===== src/rtl/pixel_buffer_ctrl_pkg.sv =====
// -----------------------------------------------------------------------------
// pixel_buffer_ctrl_pkg
// Shared definitions for the sliding-window line-buffer controller.
//   LOG2 : ceiling log2 with a minimum result of 1, used to size the
//          address and counter fields
//   L, R : left and right tap indices of one window row
// -----------------------------------------------------------------------------
package pixel_buffer_ctrl_pkg;

    localparam int L = 0;
    localparam int R = 1;

    function automatic int LOG2(input int n);
        int r;
        r = 1;
        for (int i = 1; i < 31; i++) begin
            if ((1 << i) < n) begin
                r = i + 1;
            end
        end
        return r;
    endfunction

endpackage


===== src/rtl/mod_counter.sv =====
// -----------------------------------------------------------------------------
// mod_counter
// Modulo-MOD up-counter that advances only when enabled.
//   clk   : clock, rising edge
//   reset : asynchronous active-high clear to 0
//   en    : advance by one this cycle
//   count : current value, 0..MOD-1
//   wrap  : count sits at MOD-1, so the next advance returns to 0
// -----------------------------------------------------------------------------
module mod_counter #(
    parameter int MOD   = 2,
    parameter int WIDTH = 1
) (
    input  logic             clk,
    input  logic             reset,
    input  logic             en,
    output logic [WIDTH-1:0] count,
    output logic             wrap
);

    localparam logic [WIDTH-1:0] LAST = WIDTH'(MOD - 1);

    // Terminal count, not gated by en; callers qualify it with their own enable.
    assign wrap = (count == LAST);

    always_ff @(posedge clk or posedge reset) begin
        if (reset) begin
            count <= '0;
        end else if (en) begin
            count <= wrap ? '0 : count + WIDTH'(1);
        end
    end

endmodule


===== src/rtl/pixel_buffer_ctrl.sv =====
// -----------------------------------------------------------------------------
// pixel_buffer_ctrl
// Control for a FILTER_SIZE x FILTER_SIZE sliding window over a square
// IMAGE_SIZE x IMAGE_SIZE image streamed in raster order through an
// external synchronous-read line buffer. The block holds no pixel data.
//   clk            : clock, rising edge
//   reset          : asynchronous active-high reset
//   in_valid       : upstream pixel valid
//   in_ready       : pixel accepted this cycle (when in_valid is high)
//   out_ready      : downstream accepts the window
//   out_valid      : the window at the line-buffer output is complete
//   buffer_clk_en  : advance strobe for the line buffer and window registers
//   buffer_wr_addr : line-buffer write address
//   buffer_rd_addr : line-buffer read address
//   out_last       : qualifies the final window of a frame
//   frame_done     : one-cycle pulse after the last pixel of a frame
// -----------------------------------------------------------------------------
module pixel_buffer_ctrl
    import pixel_buffer_ctrl_pkg::*;
#(
    parameter  int FILTER_SIZE = 3,
    parameter  int IMAGE_SIZE  = 28,
    localparam int AW          = LOG2(IMAGE_SIZE)
) (
    input  logic          clk,
    input  logic          reset,
    input  logic          in_valid,
    output logic          in_ready,
    input  logic          out_ready,
    output logic          out_valid,
    output logic          buffer_clk_en,
    output logic [AW-1:0] buffer_wr_addr,
    output logic [AW-1:0] buffer_rd_addr,
    output logic          out_last,
    output logic          frame_done
);

    // The FILTER_SIZE-1 window registers supply the rest of the row delay.
    localparam int DEPTH = IMAGE_SIZE - (FILTER_SIZE - 1);

    localparam logic [AW-1:0] EDGE = AW'(FILTER_SIZE - 1);

    logic          step;
    logic          win_pos;
    logic          col_wrap;
    logic          row_wrap;
    logic          ptr_wrap;
    logic [AW-1:0] col;
    logic [AW-1:0] row;
    logic [AW-1:0] ptr;

    mod_counter #(.MOD(IMAGE_SIZE), .WIDTH(AW)) u_col (
        .clk   (clk),
        .reset (reset),
        .en    (step),
        .count (col),
        .wrap  (col_wrap)
    );

    mod_counter #(.MOD(IMAGE_SIZE), .WIDTH(AW)) u_row (
        .clk   (clk),
        .reset (reset),
        .en    (step & col_wrap),
        .count (row),
        .wrap  (row_wrap)
    );

    // Free-running across frames: the line buffer is a circular delay line.
    mod_counter #(.MOD(DEPTH), .WIDTH(AW)) u_ptr (
        .clk   (clk),
        .reset (reset),
        .en    (step),
        .count (ptr),
        .wrap  (ptr_wrap)
    );

    // Only pixels that complete a window can be back-pressured.
    assign win_pos        = (row >= EDGE) && (col >= EDGE);
    assign in_ready       = out_ready | ~win_pos;
    assign step           = in_valid & in_ready;
    assign buffer_clk_en  = step;
    assign out_valid      = in_valid & win_pos;
    assign out_last       = out_valid & row_wrap & col_wrap;
    assign buffer_wr_addr = ptr;
    // Read one slot ahead so the synchronous read lands on the oldest entry.
    assign buffer_rd_addr = ptr_wrap ? '0 : ptr + AW'(1);

    // Registered end-of-frame pulse
    always_ff @(posedge clk or posedge reset) begin
        if (reset) begin
            frame_done <= 1'b0;
        end else begin
            frame_done <= step & row_wrap & col_wrap;
        end
    end

endmodule


===== config.mk =====
export PLATFORM = sky130hd
export DESIGN_NAME = pixel_buffer_ctrl
export DESIGN_NICKNAME = d
export VERILOG_FILES = /design/src/rtl/pixel_buffer_ctrl_pkg.sv /design/src/rtl/mod_counter.sv /design/src/rtl/pixel_buffer_ctrl.sv
export SDC_FILE = /design/constraint.sdc
export NUM_CORES = 1
export LEC_CHECK = 0
export ABC_AREA = 1
export CORE_ASPECT_RATIO = 0.9
export CORE_MARGIN = 4
export CORE_UTILIZATION = 49
export CTS_BUF_LIST = sky130_fd_sc_hd__clkbuf_8
export CTS_CLUSTER_DIAMETER = 120
export DETAILED_ROUTE_END_ITERATION = 7
export GPL_ROUTABILITY_DRIVEN = 0
export GPL_TIMING_DRIVEN = 0
export PLACE_DENSITY = 0.81
export SYNTH_ARGS = -nofsm -noshare
export SYNTH_HDL_FRONTEND = slang
export SYNTH_SLANG_ARGS = --single-unit

===== constraint.sdc =====
create_clock -name clk -period 1.7 [get_ports clk]
set_clock_uncertainty 0.15 [all_clocks]
set_input_delay 0.34 -clock clk [delete_from_list [all_inputs] [get_ports clk]]
set_output_delay 0.34 -clock clk [all_outputs]
set_load 0.01 [all_outputs]

==> summary.txt <==
Worst setup path
  • Reg2Reg Setup Slack: -0.21 ns
  • Startpoint Class: flop
  • Crit path launch: u_ptr.count[0]
  • Crit path to: buffer_rd_addr[0]
  • Crit Path Class: reg -> out
  • Critical path data arrival time: 1.52 ns
  • Crit path max fanout: 4
  • WP data required: 1.21 ns
  • CP Capture Type: primary output
  • Worst r2r path cells: 10
  • Worst R2R End: u_row.count[3]
  • R2r startpoint: u_col.count[0]

Status
  • Violated checks: setup timing
  • Outcome: finished, violations left

CTS
  • CTS Buf Count: 3
  • Worst-Skew Late Latency: 0.26 ns
  • CTS tree: built
  • Clk root buf: clkbuf_8
  • Clock tree buffer depth: 2
  • H-tree Lvls: 1
  • TritonCTS Sinks: 16
  • Clk slew on worst S/H paths: 0.07 ns

Detailed routing
  • DRC viols: 0
  • Aggregate routed wire length: 4440 microns
  • Drt first pass iters: 4
  • Starting DRT DRC Count: 91
  • Antenna viol nets, final: 0
  • Routed vias: 1,290
  • Via-to-Cell Ratio: 5.97
  • WL/cell: ~21 microns

Power and ir drop
  • Maximum vdd drop: 0.00124 V
  • Lkg Pwr: 0.000907 uW
  • Clk pwr share: 0.141
  • Sw Pwr: about 1100 uW
  • Pint: 1480 uW
  • PwrDens: 1360 nW/um^2
  • Sequential power share: 0.270
  • Switching part of the total power: 0.420
  • Combinational power share: 0.590
  • Total chip power: 2550 uW

STA
  • Hold Slack: 0.285 ns
  • Period utilization: 1.18
  • Worst Tran Pin Value: approximately 0.64 ns
  • FMAX: around 500 MHz
  • Max Slew Vio Count: 0
  • Setup WS post-layout: -0.306 ns
  • Tmin final: 2.01 ns
  • Final setup vio count: 23
  • Final hold vios: 0
  • Worst slew margin: 0.573
  • Unrepaired setup endpoints after global routing: yes

Logic synthesis
  • Syn Inst Count: 136
  • Post-synth top area cell: dfrtp_1
  • Syn_area_per_cell: 8.28 sq um
  • Top cells by area, synth: dfrtp_1 (36%), nand2_1 (9.3%), o21ai_2 (7.0%), ha_1 (6.7%), inv_1 (6.3%)
  • Synthesized cell area: 1130 sq um
  • Yosys warns: 0
  • FF+latch count, synth: 16
  • Synthesized net count: ~150
  • Sequential share of the synthesized area: 0.356
  • Yosys top cell area share: 0.356
  • Netlist cell types: 24

Floorplanning
  • Row cnt: 16
  • Number of I/O pins: 19
  • Die width: approximately 59 microns
  • Core area: between 2000 and 2500 sq um
  • Die footprint: ~3100 sq um
  • Starting Density: 0.516
  • Die Height: 53.5 microns

Place
  • Detail Placement HPWL: 1780 microns
  • Placed insts: 180
  • # port buffers: 17

Global routing
  • All-Layer GR Usage: 0.264
  • First-pass GRT wire length: 5930 microns
  • Met2 Resource Use GR: 0.470
  • Largest net degree at the start of global routing: 17
  • Vias in the first global route: 1,261
  • GRT met3 Usage: 0.0659
  • Gr ovfl total: 0
  • Initial antenna violation count: 0
  • Grt peak-use layer: met2
  • M1 GR Usage: 0.282

Layout
  • Share of layout cells above drive strength 1: 0.540
  • Filler cells: 111
  • Final nets: 200
  • Antenna cells: 0
  • Final core occ: 0.857
  • Storage cell area: 407 sq um
  • Layout area overhead: 66.1%
  • Post-Layout Cell Count: 216
  • Area of the multi-input gates: 783 sq um

Worst hold path
  • Worst Hold Class: in -> reg

Run
  • Max_cap viols: 0
## cell usage in the layout (no fill, tap or decap), drive strengths merged, types with 3 or more instances in the layout
master and instances:
xor2 3, dlygate4sd2 5, clkbuf 6, or2 3, inv 20, o21ai 10
nand2 32, ha 6, nand4 10, nand3 15, clkdlybuf4s50 3, nor2 14
buf 43, dfrtp 16
## flip-flops by register name, summed over array words and instances, names as in the netlist
register     cells
u_col.count      5
u_row.count      5
frame_done       1
u_ptr.count      5
## cell families after synthesis
kind of cell             synth area share
AO/OA/AOI/OAI                      0.0789
AND/OR/NAND/NOR                     0.347
flip-flops                          0.356
buffers and inverters               0.121
adder cells (fa/ha/maj)            0.0667
XOR/XNOR                           0.0311
## worst min-delay path by stage
stage	start	slack (ns)	to	depth (start not counted)
5_1_grt	in_valid	0.30	u_row.count[3]	3
2_1_floorplan	reset	0.10	frame_done	1
3_3_place_gp	u_col.count[3]	0.37	u_col.count[3]	2
6_report	in_valid	0.29	u_row.count[2]	3
3_5_place_dp	u_col.count[3]	0.38	u_col.count[3]	2
4_1_cts	in_valid	0.27	u_row.count[3]	3
## final cells by class
cell class / instances / share of cell area
multi-input combinational: 96 / 0.419
sequential: 16 / 0.217
buffer: 3 / 0.0207
tap: 27 / 0.0181
inverter: 20 / 0.0428
timing repair buffer: 50 / 0.253
clock buffer: 4 / 0.0294
## synthesized netlist by cell type
master	number
nand2_1	28
buf_12	2
buf_4	1
nor4_1	1
nand2_4	1
xnor2_1	1
nand4_1	10
nand3_1	12
ha_1	6
buf_6	1
nand3_2	2
a21oi_1	1
inv_4	1
inv_1	19
or2_2	3
nand3_4	1
xor2_1	3
nor2_4	2
nor2_1	11
nor2_2	1
dfrtp_1	16
nand2_2	3
o21ai_0	1
o21ai_2	9
## routing by layer
metal	vias up	part of all wire	wire (microns)
met5	-	0	0
met1	637	0.38	1680
li1	552	-	-
met4	0	0.051	225
met3	24	0.075	332
met2	77	0.50	2210
## per-stage QoR
step           setup slack, ns  setup TNS (ns)  area [sq um]
2_1_floorplan          0.00172               0          1150
3_3_place_gp            -0.594           -3.81          1350
3_5_place_dp            -0.660           -4.20          1350
4_1_cts                 -0.258           -2.34          1720
5_1_grt                 -0.377           -5.17          1870
6_report                -0.306           -3.59          1870
## worst max-delay path, cell delays in order, from the launching register on
cell and delay (ns):
dfrtp_2 0.47, ha_4 0.18, nand4_1 0.13, inv_1 0.09
or2_4 0.24, inv_2 0.05, buf_6 0.09
## what timing repair did
action,4_1_cts,5_1_grt
gates resized for setup,81,20
hold buffers,0,0
pin swaps,13,10
setup buffers,29,3
setup endpoints to repair,14,25
cloned,0,2
## power by group through the flow
| stage | clock [uW] | combinational [uW] | sequential, uW |
|---|---|---|---|
| final | 358 | 1500 | 687 |
| after global routing | 376 | 1610 | 703 |
| after CTS | 352 | 1170 | 657 |
| after detailed placement | 0 | 837 | 670 |
| after global placement | 0 | 808 | 660 |
| after floorplan | 0 | 499 | 659 |
Note: power is estimated with default switching activity, not from simulation.
